$ cat src/rtl/mips_pkg.sv
// Shared types and constants for the MIPS instruction-fetch path.
package mips_pkg;
   localparam int INSTR_W = 32;
   localparam int ADDR_W  = 32;
   localparam int ENTRY_W = ADDR_W + INSTR_W;

   localparam logic [INSTR_W-1:0] NOP = 32'h0000_0000;

   typedef struct packed {
      logic [ADDR_W-1:0]  pc;
      logic [INSTR_W-1:0] instr;
   } fetch_entry_t;

   function automatic logic [ADDR_W-1:0] word_align(
      input logic [ADDR_W-1:0] a
   );
      return {a[ADDR_W-1:2], 2'b00};
   endfunction
endpackage

$ cat src/rtl/mips_fetch_fifo.sv
// Prefetch FIFO of {pc, instr} entries with synchronous flush.
// Simultaneous push and pop is legal when full.
module mips_fetch_fifo
   import mips_pkg::*;
#(
   parameter int DEPTH = 4,
   localparam int CW = $clog2(DEPTH + 1),
   localparam int PW = $clog2(DEPTH)
) (
   input  logic               clk,
   input  logic               rst,
   input  logic               flush,
   input  logic               push,
   input  logic [ENTRY_W-1:0] push_data,
   input  logic               pop,
   output logic [ENTRY_W-1:0] head,
   output logic [CW-1:0]      count,
   output logic               full,
   output logic               empty
);

   logic [ENTRY_W-1:0] mem_q [DEPTH];
   logic [ENTRY_W-1:0] mem_d [DEPTH];
   logic [PW-1:0]      wr_ptr_q, wr_ptr_d;
   logic [PW-1:0]      rd_ptr_q, rd_ptr_d;
   logic [CW-1:0]      count_q, count_d;
   logic               do_push, do_pop;

   assign empty   = (count_q == '0);
   assign full    = (count_q == CW'(DEPTH));
   assign count   = count_q;
   assign head    = mem_q[rd_ptr_q];
   assign do_pop  = pop && !empty;
   assign do_push = push && (!full || do_pop);

   always_comb begin
      mem_d    = mem_q;
      wr_ptr_d = wr_ptr_q;
      rd_ptr_d = rd_ptr_q;
      if (do_push) begin
         mem_d[wr_ptr_q] = push_data;
         wr_ptr_d        = wr_ptr_q + PW'(1);
      end
      if (do_pop) begin
         rd_ptr_d = rd_ptr_q + PW'(1);
      end
      count_d = count_q + CW'(do_push) - CW'(do_pop);
      if (flush) begin
         wr_ptr_d = '0;
         rd_ptr_d = '0;
         count_d  = '0;
      end
   end

   always_ff @(posedge clk) begin
      if (rst) begin
         wr_ptr_q <= '0;
         rd_ptr_q <= '0;
         count_q  <= '0;
      end else begin
         wr_ptr_q <= wr_ptr_d;
         rd_ptr_q <= rd_ptr_d;
         count_q  <= count_d;
      end
   end

   always_ff @(posedge clk) begin
      mem_q <= mem_d;
   end

endmodule

$ cat src/rtl/mips_fetch_unit.sv
// Instruction-fetch stage: PC, credit-limited imem requests, prefetch FIFO.
// Optional perf counters are enabled with MIPS_FETCH_PERF_EN.
module mips_fetch_unit
   import mips_pkg::*;
#(
   parameter int          DEPTH    = 4,
   parameter logic [31:0] RESET_PC = 32'h0000_0000
) (
   input  logic        clk,
   input  logic        rst,
   output logic        imem_req_valid,
   input  logic        imem_req_ready,
   output logic [31:0] imem_req_addr,
   input  logic        imem_rsp_valid,
   input  logic [31:0] imem_rsp_data,
   input  logic        redirect_valid,
   input  logic [31:0] redirect_pc,
   output logic        dec_valid,
   input  logic        dec_ready,
   output logic [31:0] dec_pc,
   output logic [31:0] dec_instr
`ifdef MIPS_FETCH_PERF_EN
   ,
   output logic [31:0] perf_fetched,
   output logic [31:0] perf_redirects,
   output logic [31:0] perf_stall
`endif
);

   localparam int CW = $clog2(DEPTH + 1);

   logic [ADDR_W-1:0]  pc_q, pc_d;
   logic [CW-1:0]      out_q, out_d;
   logic [CW-1:0]      drop_q, drop_d;
   logic [CW-1:0]      fifo_count;
   logic               fifo_full, fifo_empty;
   logic               fifo_push;
   logic [ENTRY_W-1:0] head_w, push_w;
   fetch_entry_t       head_e, push_e;
   logic [CW:0]        credit_used;
   logic               req_fire, rsp_keep, pop;

   assign credit_used    = {1'b0, fifo_count} + {1'b0, out_q};
   assign imem_req_valid = !rst && !redirect_valid
                        && (credit_used < (CW+1)'(DEPTH));
   assign imem_req_addr  = pc_q;
   assign req_fire       = imem_req_valid && imem_req_ready;

   assign rsp_keep  = imem_rsp_valid && (drop_q == '0) && !redirect_valid;
   assign fifo_push = rsp_keep && (!fifo_full || pop);

   assign dec_valid = !rst && !fifo_empty && !redirect_valid;
   assign pop       = dec_valid && dec_ready;
   assign head_e    = head_w;
   assign dec_pc    = fifo_empty ? '0 : head_e.pc;
   assign dec_instr = fifo_empty ? NOP : head_e.instr;

   // Oldest live request sits 4*outstanding below the next fetch address.
   always_comb begin
      push_e.pc    = pc_q - ADDR_W'({out_q, 2'b00});
      push_e.instr = imem_rsp_data;
   end
   assign push_w = push_e;

   always_comb begin
      pc_d   = pc_q;
      drop_d = drop_q;
      out_d  = out_q + CW'(req_fire) - CW'(imem_rsp_valid);
      if (req_fire) begin
         pc_d = pc_q + 32'd4;
      end
      if (redirect_valid) begin
         pc_d   = word_align(redirect_pc);
         // Everything still in flight after this cycle is stale,
         // including requests already marked for dropping.
         drop_d = out_q - CW'(imem_rsp_valid);
      end else if (imem_rsp_valid && (drop_q != '0)) begin
         drop_d = drop_q - CW'(1);
      end
   end

   always_ff @(posedge clk) begin
      if (rst) begin
         pc_q   <= RESET_PC;
         out_q  <= '0;
         drop_q <= '0;
      end else begin
         pc_q   <= pc_d;
         out_q  <= out_d;
         drop_q <= drop_d;
      end
   end

   mips_fetch_fifo #(
      .DEPTH(DEPTH)
   ) u_fifo (
      .clk       (clk),
      .rst       (rst),
      .flush     (redirect_valid),
      .push      (fifo_push),
      .push_data (push_w),
      .pop       (pop),
      .head      (head_w),
      .count     (fifo_count),
      .full      (fifo_full),
      .empty     (fifo_empty)
   );

`ifdef MIPS_FETCH_PERF_EN
   logic [31:0] perf_fetched_q, perf_fetched_d;
   logic [31:0] perf_redirects_q, perf_redirects_d;
   logic [31:0] perf_stall_q, perf_stall_d;

   always_comb begin
      perf_fetched_d   = perf_fetched_q + 32'(pop);
      perf_redirects_d = perf_redirects_q + 32'(redirect_valid);
      perf_stall_d     = perf_stall_q + 32'(dec_ready && !dec_valid);
   end

   always_ff @(posedge clk) begin
      if (rst) begin
         perf_fetched_q   <= '0;
         perf_redirects_q <= '0;
         perf_stall_q     <= '0;
      end else begin
         perf_fetched_q   <= perf_fetched_d;
         perf_redirects_q <= perf_redirects_d;
         perf_stall_q     <= perf_stall_d;
      end
   end

   assign perf_fetched   = perf_fetched_q;
   assign perf_redirects = perf_redirects_q;
   assign perf_stall     = perf_stall_q;
`endif

endmodule

$ cat config.mk
export PLATFORM = sky130hd
export DESIGN_NAME = mips_fetch_unit
export DESIGN_NICKNAME = d
export VERILOG_FILES = /design/src/rtl/mips_pkg.sv /design/src/rtl/mips_fetch_fifo.sv /design/src/rtl/mips_fetch_unit.sv
export SDC_FILE = /design/constraint.sdc
export NUM_CORES = 1
export LEC_CHECK = 0
export ABC_AREA = 1
export CAP_MARGIN = 25
export CORE_ASPECT_RATIO = 1.5
export CORE_MARGIN = 5
export CORE_UTILIZATION = 35
export DETAILED_ROUTE_END_ITERATION = 8
export PLACE_DENSITY_LB_ADDON = 0.15
export SETUP_SLACK_MARGIN = 0.1
export SKIP_CTS_REPAIR_TIMING = 1
export SYNTH_ARGS = -nofsm -noshare
export SYNTH_HDL_FRONTEND = slang
export SYNTH_SLANG_ARGS = --single-unit
$ cat constraint.sdc
create_clock -name clk -period 6.2 [get_ports clk]
set_clock_uncertainty 0.2 [all_clocks]
set_input_delay 0.62 -clock clk [delete_from_list [all_inputs] [get_ports clk]]
set_output_delay 0.62 -clock clk [all_outputs]
set_load 0.01 [all_outputs]
* Word-level counts from Yosys, hierarchy flattened
Index checks and enable logic that the tools add are counted.
** Operators by class
- Add/sub/neg operators :: 11
- $lt $le $gt $ge :: 4
- Shift operators :: 0
- Eq/ne operators :: 1
- $mul :: 0
- Div/mod/pow operators :: 0
- Multiplexer cells :: 12
- Bitwise logic cells :: 2
- Reduce and logical (&&, ||, !) cells :: 25
** Operators by type and width (count)
- 256-bit bitwise mux :: 1
- 64-bit two-way mux :: 3
- 64-bit binary-select mux with 2-bit select :: 1
- 64-bit demux with 2-bit select :: 1
- 32-bit two-way mux :: 4
- 32-bit by 3-bit adder with 32-bit output, second input constant :: 1
- 32-bit by 5-bit subtractor with 32-bit output :: 1
- 1-bit logical AND :: 13
- 3-bit by 1-bit subtractor with 3-bit output :: 3
- 3-bit by 1-bit adder with 3-bit output :: 2
- 3-bit >= comparator, second input constant :: 2
- 3-bit zero test :: 2
- 3-bit two-way mux :: 2
- 2-bit NOT with 3-bit output :: 2
- 2-bit by 1-bit adder with 2-bit output, second input constant :: 2
- 3-bit by 3-bit adder with 4-bit output :: 1
- 1-bit zero test :: 4
- 4-bit by 3-bit < comparator with 1-bit output, second input constant :: 1
- 2-bit nonzero test :: 2
- 3-bit == test, second input constant :: 1
- 3-bit by 1-bit < comparator with 1-bit output, second input constant :: 1
- 3-bit nonzero test :: 1
- 3-bit by 1-bit subtractor with 3-bit output, second input constant :: 1
- 1-bit logical OR :: 2
- 2-bit OR reduction :: 1
** Storage, ports and cells
- Memory bits (read-only) :: 0
- Register bits after elaboration :: 301
- Latch bits :: 0
- Memories :: 0
- Output and inout port bits :: 98
- RAM bits :: 0

* Longest topological paths before layout
- Word-level depth :: 10
- Gate-level depth with buffers :: 14

* By module
Synthesis repeated with hierarchy kept, for this count alone.
** Second synthesis, totals
- Cell total of the unflattened synthesis :: 1423
- Area total of the unflattened synthesis :: 13959.6 um2
** By module, submodules not included
- mips_fetch_fifo :: cells each 688, area each 9934.5 um2, seq. area each 7827.5 um2, times used 1
- mips_fetch_unit :: cells each 735, area each 4025.1 um2, seq. area each 720.7 um2, times used 1

* Worst setup path after synthesis
Ideal clock, no wire load.
- Path type :: input-to-reg
- Start point :: input port rst
- End point :: register u_fifo.mem_q[0] in the netlist's numbering (enable)
- Cell stages on the path :: 6
- Arrival :: 3.867 ns
- Setup slack :: 1.651 ns
- Cell sequence :: buf_6 -> nor2_4 -> nand3_1 -> nand4_1 -> nand2_1 -> nor2_1
** On the way
- Cells in the longest elaborated chain, start to end :: 7
- Elaborated cells between the ends (all ways) :: 9
- Classes of those cells :: reduce/logical: 9
** Ends and longest elaborated chain
- start: declaration :: line mips_fetch_unit.sv:10 : input logic rst,
- 1-bit zero test * :: line mips_fetch_unit.sv:52 : assign dec_valid = !rst && !fifo_empty && !redirect_valid;
- 1-bit logical AND * (2 in series) :: line mips_fetch_unit.sv:52
- 1-bit logical AND * :: line mips_fetch_unit.sv:53 : assign pop = dec_valid && dec_ready;
- 1-bit logical OR or 1-bit logical AND (tied branches) :: line mips_fetch_unit.sv:50, mips_fetch_fifo.sv:33
- 1-bit logical AND or 1-bit logical OR (tied branches) :: line mips_fetch_unit.sv:50, mips_fetch_fifo.sv:34
- 1-bit logical AND * :: line mips_fetch_fifo.sv:34 : assign do_push = push && (!full || do_pop);
- end signal: assignment :: line mips_fetch_fifo.sv:68 : mem_q <= mem_d;
- end: declaration :: line mips_fetch_fifo.sv:22 : logic [ENTRY_W-1:0] mem_q [DEPTH];
Mark *: on every way between the ends. The rest lies on a longest branch, timed or not.
A chain may end at the register's enable or synchronous reset.

* Worst setup path after layout
- Start point :: register u_fifo.rd_ptr_q[0]
- End point :: output port dec_pc[7]
** On the way
- Cells in the longest elaborated chain, start to end :: 5
** Ends and longest elaborated chain
- start: declaration :: line mips_fetch_fifo.sv:25 : logic [PW-1:0] rd_ptr_q, rd_ptr_d;
- start signal: assignment :: line mips_fetch_fifo.sv:62 : rd_ptr_q <= rd_ptr_d;
- 2-bit NOT with 3-bit output (implied by the code) :: line mips_fetch_fifo.sv:32 : assign head = mem_q[rd_ptr_q];
- 64-bit binary-select mux with 2-bit select :: line mips_fetch_fifo.sv:32
- 64-bit two-way mux (implied by the code) (2 in series) :: line mips_fetch_fifo.sv:32
- 32-bit two-way mux :: line mips_fetch_unit.sv:55 : assign dec_pc = fifo_empty ? '0 : head_e.pc;
- end: declaration :: line mips_fetch_unit.sv:20 : output logic [31:0] dec_pc,
Every way passes these cells. The select of a mux whose other input is x is not followed.

==> out/results.txt <==
Vias in the first global route: 9878
DRC violations left: 0
Final WL: 34.6 mm
Clk Latency, worst-skew pair: 0.55 ns
Yosys reg bits: 291
Final ANT Viol Nets: 0
Cell taking the most area after synthesis: edfxtp_1
Sequential area share after synthesis: 62.3%
Post-synth top cells: nor2_1, edfxtp_1, nand2_1, o21ai_0, inv_1
GRT Residual Overflow: 0
Max FO, Critical Path: 76
Initial antenna violation count: 0
Number of distinct library cells after synthesis: 33
Final setup viols: 0
Most frequent cell after synthesis: nor2_1
Core Util, Final: 43.2%
Mean Syn Cell Area: 9.63 µm²
Area after DPL: 15400 µm²
Post-Synthesis Cells: 1385
Initial DRC count: 539
Leakage Power: 5.82 nW
Max incr delay on CP: 0.93 ns
RePlAce Congestion: 0.842
Synth area leaders: edfxtp_1, nor2_1, dfxtp_1
Fin Hold WS: 0.257 ns
DRT Pass-1 Iters: 5
Dpl cells: 1978
Post-synth ARST share: 0%
Port Buffers: 161
Syn-to-layout area delta: 22.0%
Mapped Area: 13300 µm²
Gr usage total: 15.9%
Maxcap violations: 0
Crit path cell chain: clkinv_2 > buf_4 > o21ai_0 > a21oi_1 > clkdlybuf4s50_1
Total power: 4.41 mW
Final setup margin: 1.37 ns
EDFF count, synth: 248
WP data required: 5.38 ns
Avg WL per Cell: 17.1 µm
RSZ-0062 raised after global routing: no
CTS tree: yes
Worst-path clk slew: 0.06 ns
Post-synth top area share: 55.9%
Primary FF master, synth: edfxtp_1
Synth Warn #: 0
Fin crit share: 77.9%
Layout cell share with drive strength beyond 1: 5.19%
Full die area: 42200 µm²
Fin. max-slew vios: 0
Clock root buffer: clkbuf_16
Outcome: completed
Die X: 169 µm
Slew margin rel.: 30.8%
Min cycle time layout: 4.83 ns
Worst setup SP type: flip-flop
Non-Filler Instances: 2029
Crit path DAT: 4.01 ns
Starting Density: 35.4%
Via count: 9887
Final Cell Area: 16300 µm²
Core box area: 37700 µm²
Worst vdd ir: 0.163 mV
CTS Sinks: 291
# IOs: 168
CTS buffer count: 28
Die Span Y: 249 µm
Pwr dens: 271 nW/µm²
Fmax: 207 MHz
Rows: 87
# H-tree levels: 1
Max stage delay cell, worst path: dfxtp_4
Place WS: 1.85 ns
Setup Crit Path Kind: flip-flop to output port
Global-route wire length before repair: 53.2 mm
Final Net Count: 1609
Clock buffer depth: 3
N_diodes: 0
Least-Margin Pin Slew: 1.04 ns
Setup TNS: 0 ns
Final hold violations: 0
Vias per cell: 4.87
Pin count of the biggest net entering global routing: 77
Hold Crit Class: flip-flop to flip-flop
Reg2reg setup slack: 2.86 ns
CP Capture Type: output port
Post-DP HPWL: 21.4 mm
-- final cells by class --
cell class,instances,area [µm²]
well taps,489,612
clock buffers,34,744
repair buffers,175,1730
multi-input cells,929,4370
clock inverters,17,136
flip-flops and latches,291,8310
inverters,94,355
fillers,3682,21400
-- routing by layer --
| metal | vias to the layer above | GRT usage (%) | routed length, µm |
|---|---|---|---|
| li1 | 4905 | - | - |
| met1 | 4672 | 18.4 | 13700 |
| met3 | 67 | 2.24 | 1760 |
| met4 | 0 | 6.77 | 1430 |
| met5 | - | 0 | 0 |
| met2 | 243 | 29.0 | 17700 |
-- registers in the layout (all words and copies together) (netlist names) --
name and cells:
out_q 3, u_fifo.wr_ptr_q 2, u_fifo.mem_q 248, u_fifo.rd_ptr_q 2
u_fifo.count 3, drop_q 3, imem_req_addr 30
-- placed cells by master, fill, tap and decap left out, drive strengths merged, types with 3 or more instances in the layout --
cell / instances
clkdlybuf4s50: 161
nand2: 187
inv: 92
buf: 14
o21ai: 147
a21oi: 88
edfxtp: 248
xor2: 28
dfxtp: 43
nand3: 71
xnor2: 3
fa: 3
nor2: 354
ha: 17
nor3: 7
clkinvlp: 3
clkinv: 14
clkbuf: 34
conb: 4
nand4: 10
-- cells by family (layout without fill, tap and decap cells) --
family | Yosys count | after routing | synth area share [%]
xor+xnor | 31 | 31 | 2.04
compound gates | 240 | 240 | 9.10
other cells | 1 | 4 | 0.0281
fa+ha+maj | 20 | 20 | 2.05
buf+inv | 168 | 320 | 5.20
flops | 291 | 291 | 62.3
simple gates | 634 | 634 | 19.3
-- worst max-delay path: cells and delay by family (launching register included) --
kind | cells | cell delay (ns)
flops | 1 | 0.93
compound gates | 2 | 0.38
buf+inv | 3 | 2.10
-- power by group --
group	leakage [nW]	switching, mW	total (mW)	internal [mW]
Combinational	2.78	0.299	0.486	0.186
Clock	0.427	0.706	1.64	0.934
Sequential	2.61	0.0482	2.28	2.23
Total	5.82	1.05	4.41	3.35
-- worst paths after layout --
path / from / end / depth (start not counted)
worst min register to register: u_fifo.rd_ptr_q[1] / u_fifo.rd_ptr_q[1] / 2
worst max-delay path: u_fifo.rd_ptr_q[0] / dec_pc[7] / 5
worst max register to register: out_q[2] / out_q[2] / 13
worst min-delay path: u_fifo.rd_ptr_q[1] / u_fifo.rd_ptr_q[1] / 2
(Power assumes the default switching activity.)
